File: src/rtl/led_fade_driver.sv
// PWM fade stage for the iCEBreaker LEDs: seven on/off requests become linear
// brightness ramps, with pin polarity resolved so upstream logic uses 1 = lit.
module led_fade_driver #(
    parameter int PWM_BITS  = 8,
    parameter int FADE_DIV  = 16,
    parameter int DUTY_STEP = 1
) (
    input  logic       clk,
    input  logic       rst_n,
    input  logic [6:0] led_req,
    output logic       ledg_n,
    output logic       ledr_n,
    output logic       led1,
    output logic       led2,
    output logic       led3,
    output logic       led4,
    output logic       led5,
    output logic       fade_busy
);

    localparam int NUM_LEDS = 7;
    localparam int PER_W    = (FADE_DIV > 1) ? $clog2(FADE_DIV) : 1;

    localparam logic [PWM_BITS-1:0] DUTY_MAX = {PWM_BITS{1'b1}};
    localparam logic [PWM_BITS:0]   STEP_EXT = (PWM_BITS + 1)'(DUTY_STEP);
    localparam logic [PER_W-1:0]    PER_MAX  = PER_W'(FADE_DIV - 1);

    typedef enum logic [1:0] {
        ST_OFF  = 2'd0,
        ST_RISE = 2'd1,
        ST_ON   = 2'd2,
        ST_FALL = 2'd3
    } fade_state_t;

    logic [PWM_BITS-1:0] pwm_cnt_reg;
    logic [PER_W-1:0]    per_cnt_reg;
    logic [6:0]          req_q_reg;
    logic                pwm_wrap;
    logic                tick;
    logic [6:0]          lit;
    logic [6:0]          moving;

    logic                ledg_n_reg;
    logic                ledr_n_reg;
    logic [4:0]          led_pmod_reg;
    logic                busy_reg;

    assign pwm_wrap = (pwm_cnt_reg == DUTY_MAX);
    assign tick     = pwm_wrap && (per_cnt_reg == PER_MAX);

    // Shared timebase: PWM counter, fade-period prescaler and request sampling.
    always_ff @(posedge clk or negedge rst_n) begin
        if (!rst_n) begin
            pwm_cnt_reg <= '0;
            per_cnt_reg <= '0;
            req_q_reg   <= '0;
        end else begin
            pwm_cnt_reg <= pwm_cnt_reg + 1'b1;
            if (pwm_wrap) begin
                per_cnt_reg <= (per_cnt_reg == PER_MAX) ? '0 : per_cnt_reg + 1'b1;
            end
            req_q_reg <= led_req;
        end
    end

    generate
        for (genvar gi = 0; gi < NUM_LEDS; gi++) begin : g_led
            fade_state_t         state_reg;
            fade_state_t         state_next;
            logic [PWM_BITS-1:0] duty_reg;
            logic [PWM_BITS-1:0] duty_next;
            logic [PWM_BITS:0]   duty_up_ext;
            logic [PWM_BITS:0]   duty_dn_ext;
            logic [PWM_BITS-1:0] duty_up;
            logic [PWM_BITS-1:0] duty_dn;

            // The extra top bit is carry on the way up and borrow on the way down.
            always_comb begin
                duty_up_ext = {1'b0, duty_reg} + STEP_EXT;
                duty_dn_ext = {1'b0, duty_reg} - STEP_EXT;
                duty_up     = duty_up_ext[PWM_BITS] ? DUTY_MAX : duty_up_ext[PWM_BITS-1:0];
                duty_dn     = duty_dn_ext[PWM_BITS] ? '0 : duty_dn_ext[PWM_BITS-1:0];
            end

            always_comb begin
                state_next = state_reg;
                duty_next  = duty_reg;
                case (state_reg)
                    ST_OFF: begin
                        if (req_q_reg[gi]) begin
                            state_next = ST_RISE;
                        end
                    end
                    ST_RISE: begin
                        if (!req_q_reg[gi]) begin
                            state_next = ST_FALL;
                        end else if (tick) begin
                            duty_next = duty_up;
                            if (duty_up == DUTY_MAX) begin
                                state_next = ST_ON;
                            end
                        end
                    end
                    ST_ON: begin
                        if (!req_q_reg[gi]) begin
                            state_next = ST_FALL;
                        end
                    end
                    ST_FALL: begin
                        if (req_q_reg[gi]) begin
                            state_next = ST_RISE;
                        end else if (tick) begin
                            duty_next = duty_dn;
                            if (duty_dn == '0) begin
                                state_next = ST_OFF;
                            end
                        end
                    end
                    default: begin
                        state_next = ST_OFF;
                        duty_next  = '0;
                    end
                endcase
            end

            always_ff @(posedge clk or negedge rst_n) begin
                if (!rst_n) begin
                    state_reg <= ST_OFF;
                    duty_reg  <= '0;
                end else begin
                    state_reg <= state_next;
                    duty_reg  <= duty_next;
                end
            end

            // ON forces a solid output so full brightness has no one-cycle gap.
            assign lit[gi]    = (state_reg == ST_ON) || (pwm_cnt_reg < duty_reg);
            assign moving[gi] = (state_reg == ST_RISE) || (state_reg == ST_FALL);
        end
    endgenerate

    always_ff @(posedge clk or negedge rst_n) begin
        if (!rst_n) begin
            ledg_n_reg   <= 1'b1;
            ledr_n_reg   <= 1'b1;
            led_pmod_reg <= '0;
            busy_reg     <= 1'b0;
        end else begin
            ledg_n_reg   <= ~lit[0];
            ledr_n_reg   <= ~lit[1];
            led_pmod_reg <= lit[6:2];
            busy_reg     <= |moving;
        end
    end

    assign ledg_n    = ledg_n_reg;
    assign ledr_n    = ledr_n_reg;
    assign led1      = led_pmod_reg[0];
    assign led2      = led_pmod_reg[1];
    assign led3      = led_pmod_reg[2];
    assign led4      = led_pmod_reg[3];
    assign led5      = led_pmod_reg[4];
    assign fade_busy = busy_reg;

endmodule

File: config.mk
export PLATFORM = sky130hd
export DESIGN_NAME = led_fade_driver
export DESIGN_NICKNAME = d
export VERILOG_FILES = /design/src/rtl/led_fade_driver.sv
export SDC_FILE = /design/constraint.sdc
export NUM_CORES = 1
export LEC_CHECK = 0
export CAP_MARGIN = 40
export CORE_ASPECT_RATIO = 0.7
export CORE_MARGIN = 3
export CORE_UTILIZATION = 40
export CTS_BUF_LIST = sky130_fd_sc_hd__clkbuf_4 sky130_fd_sc_hd__clkbuf_8
export CTS_CLUSTER_SIZE = 28
export DETAILED_ROUTE_END_ITERATION = 16
export SKIP_LAST_GASP = 1
export SLEW_MARGIN = 30
export SYNTH_ARGS = -nofsm -noshare
export SYNTH_HDL_FRONTEND = slang
export SYNTH_SLANG_ARGS = --single-unit
File: constraint.sdc
create_clock -name clk -period 3 [get_ports clk]
set_input_delay 0.6 -clock clk [delete_from_list [all_inputs] [get_ports clk]]
set_output_delay 0.6 -clock clk [all_outputs]
set_load 0.02 [all_outputs]
==> impl_metrics.json <==
{
  "leakagePower_nw": 3.98,
  "grt_antenna_before_repair": 0,
  "async_reset_ff_frac": 1.00,
  "crit_path_start_kind": "flip-flop",
  "finClkSkew_ns": 0.0149,
  "grt_pass1_wl_um": 39700,
  "nNetsFinal": 1238,
  "synth-edff-count": 0,
  "rsz0062_at_grt": "no",
  "gp_congestion": 0.921,
  "clockBufferDepth": 2,
  "ir_worst_vdd_mv": 0.294,
  "vias": 8423,
  "clock_latency_ns": 0.38,
  "io_buffers": 16,
  "worstPathArrival_ns": 2.99,
  "via_per_inst": 5.95,
  "grt_util_all_layers": 0.197,
  "cts_root_buf": "clkbuf_8",
  "drcViolationCount": 0,
  "slew_viol_final": 0,
  "grt.overflow.total": 0,
  "syn_inst": 1134,
  "initial_core_util": 0.410,
  "r2r_cells": 7,
  "core_mm2": 0.0219,
  "yosys_warnings": 0,
  "crit_path_end_kind": "flip-flop",
  "p_sw_frac": 0.395,
  "setup-violations-final": 0,
  "worstPathRequired_ns": 3.27,
  "dieArea_mm2": 0.0243,
  "diodes": 0,
  "hp-class": "in -> async",
  "routed_wl_um": 23600,
  "p_sw_mw": 1.77,
  "outcome": "completed",
  "firstDrtPassIters": 5,
  "dieWidth_um": 185,
  "ctsResizeCount": 0,
  "regArea_mm2": 0.00243,
  "hold_viol": 0,
  "intPower_mw": 2.72,
  "path_cells": "inv_1 -> ha_1 -> or4b_1 -> nand2b_1 -> a2111oi_0 -> a211o_1 -> mux2_2",
  "multi_input_area_mm2": 0.00600,
  "endpoint": "g_led[5].state_reg[1]$_DFFE_PN0P_",
  "grt_max_degree": 59,
  "routedWlPerCell_um": 16.6,
  "num_io_pins": 17,
  "drtAntennaViolNets": 0,
  "synthFlopType": "dfrtp_1",
  "regToRegStartpoint": "g_led[5].duty_reg[1]$_DFFE_PN0P_",
  "areaGrowthSynthToFinish_pct": 8.07,
  "ctsHtreeMaxLevel": 3,
  "largest_reg_flops": 56,
  "min_period_ns": 2.71,
  "cts_hold_buf": 0,
  "place_hpwl_um": 17100,
  "drive_gt1_frac": 0.0776,
  "maxSlewHeadroom": 0.477,
  "cts_buffers": 9,
  "synth_area_mm2": 0.00899,
  "cts_sinks": 97,
  "ys_seq_area_frac": 0.270,
  "pwr-share-seq": 0.353,
  "ys_types": 75,
  "drtIter0Drc": 1067,
  "p_comb_frac": 0.440,
  "cts_setup_buffers": 0,
  "fill_cells": 2134,
  "rows": 45,
  "synth_nets": 1243,
  "path_class": "reg -> reg",
  "tns_ns": 0,
  "clkTransAtPathRegs_ns": 0.10,
  "clkPwrFrac": 0.206,
  "tightest_slew_ns": 0.776,
  "ff2ff_setup_slack_ns": 0.29,
  "cp-startpoint": "g_led[5].duty_reg[1]$_DFFE_PN0P_",
  "fmax_ghz": 0.368,
  "power.density_mw_per_mm2": 462,
  "post-route-period-util": 0.905,
  "drv_cap": 0,
  "slowest_stage": "or4b_1",
  "avgSynthCellArea_um2": 7.93,
  "synth_seq_cells": 97,
  "timing.rr.end": "g_led[5].state_reg[1]$_DFFE_PN0P_",
  "grt_pass1_vias": 7547,
  "worst_hold_slack_ns": 0.205,
  "cts_tree": "built",
  "cp_slowest_stage_delay_ns": 0.57,
  "critPathMaxFanout": 7,
  "die_h_um": 131
}
[placed cells by master (no fill, tap or decap), drive strengths merged, types with 26 or more instances in the layout]
cell / synthesis / final
inv: 85 / 85
nor2: 85 / 85
nor3: 41 / 41
o21ai: 98 / 98
ha: 100 / 100
xnor2: 26 / 26
nand3: 45 / 45
a21oi: 73 / 73
buf: 5 / 32
nand2: 79 / 79
dfrtp: 95 / 95
[critical path, delay by kind of cell, from the launching register on]
family          cells  cell delay, ns
buf+inv             1            0.14
flops               1            0.45
compound gates      2            0.61
simple gates        2            0.81
fa+ha+maj           1            0.28
mux                 1            0.33
[final cells by class]
class                      instances  share of cell area
clock buffer                      13              0.0165
sequential                        97               0.250
timing repair buffer              48              0.0420
clock inverter                     3             0.00412
tap                              282              0.0363
multi-input combinational        886               0.617
inverter                          87              0.0336
[logic make-up after synthesis]
| family | share of synthesized area |
|---|---|
| compound gates | 0.250 |
| xor+xnor | 0.0312 |
| fa+ha+maj | 0.139 |
| buf+inv | 0.0635 |
| flops | 0.270 |
| mux | 0.0269 |
| simple gates | 0.219 |
[routing by layer]
metal / track usage / wire length [um]
met1: 0.319 / 12200
met2: 0.272 / 9520
met3: 0.0329 / 1540
met4: 0.0392 / 283
met5: 0 / 0
[synth_stat cells, types with 9 or more instances]
cell type	n	area [um^2]
nor2b_1	23	144
and3_1	18	113
ha_1	100	1250
mux2_2	15	169
a31oi_1	23	144
nand3_1	44	220
nand2b_1	14	87.6
o22ai_1	9	56.3
nor4_1	18	113
nand2_1	79	297
clkbuf_1	59	221
nand4_1	19	119
nor2_1	85	319
a21oi_1	73	365
a21o_1	25	188
nor3_1	41	205
o21ai_0	96	480
dfrtp_1	95	2380
xnor2_1	26	228
a22o_1	9	78.8
inv_1	85	319
and2_1	9	56.3
o31ai_1	12	90.1
[power by group through the flow]
stage                     Sequential, mW  Combinational, mW  Clock (mW)
after floorplan                     1.64               1.39           0
after detailed placement            1.61               1.96           0
after global routing                1.61               2.23        1.01
after CTS                           1.59               1.97       0.962
after global placement              1.61               1.95           0
final                               1.59               1.98       0.927
[through the flow]
stage / setup WS, ns / area (um^2) / total power, mW / instances / utilization
finish: 0.285 / 9710 / 4.49 / 1416 / 0.444
global placement: 0.350 / 9510 / 3.56 / 1399 / 0.434
floorplan: 0.357 / 8990 / 3.03 / 1134 / -
CTS: 0.296 / 9710 / 4.52 / 1415 / 0.443
detailed placement: 0.326 / 9510 / 3.58 / 1399 / 0.434
global route: 0.0166 / 9710 / 4.85 / 1416 / 0.444
[worst min path at each step]
stage                                        start                          endpoint  cells after the start  slack [ns]
after floorplan                              rst_n               fade_busy$_DFF_PN0_                      0        0.30
after global placement    pwm_cnt_reg[1]$_DFF_PN0_          pwm_cnt_reg[1]$_DFF_PN0_                      1        0.48
after detailed placement  pwm_cnt_reg[1]$_DFF_PN0_          pwm_cnt_reg[1]$_DFF_PN0_                      1        0.48
after CTS                                    rst_n  g_led[6].duty_reg[4]$_DFFE_PN0P_                      1        0.22
after global routing                         rst_n  g_led[6].duty_reg[4]$_DFFE_PN0P_                      1        0.23
final                                        rst_n  g_led[6].duty_reg[7]$_DFFE_PN0P_                      1        0.20
Note: power is estimated with default switching activity, not from simulation.
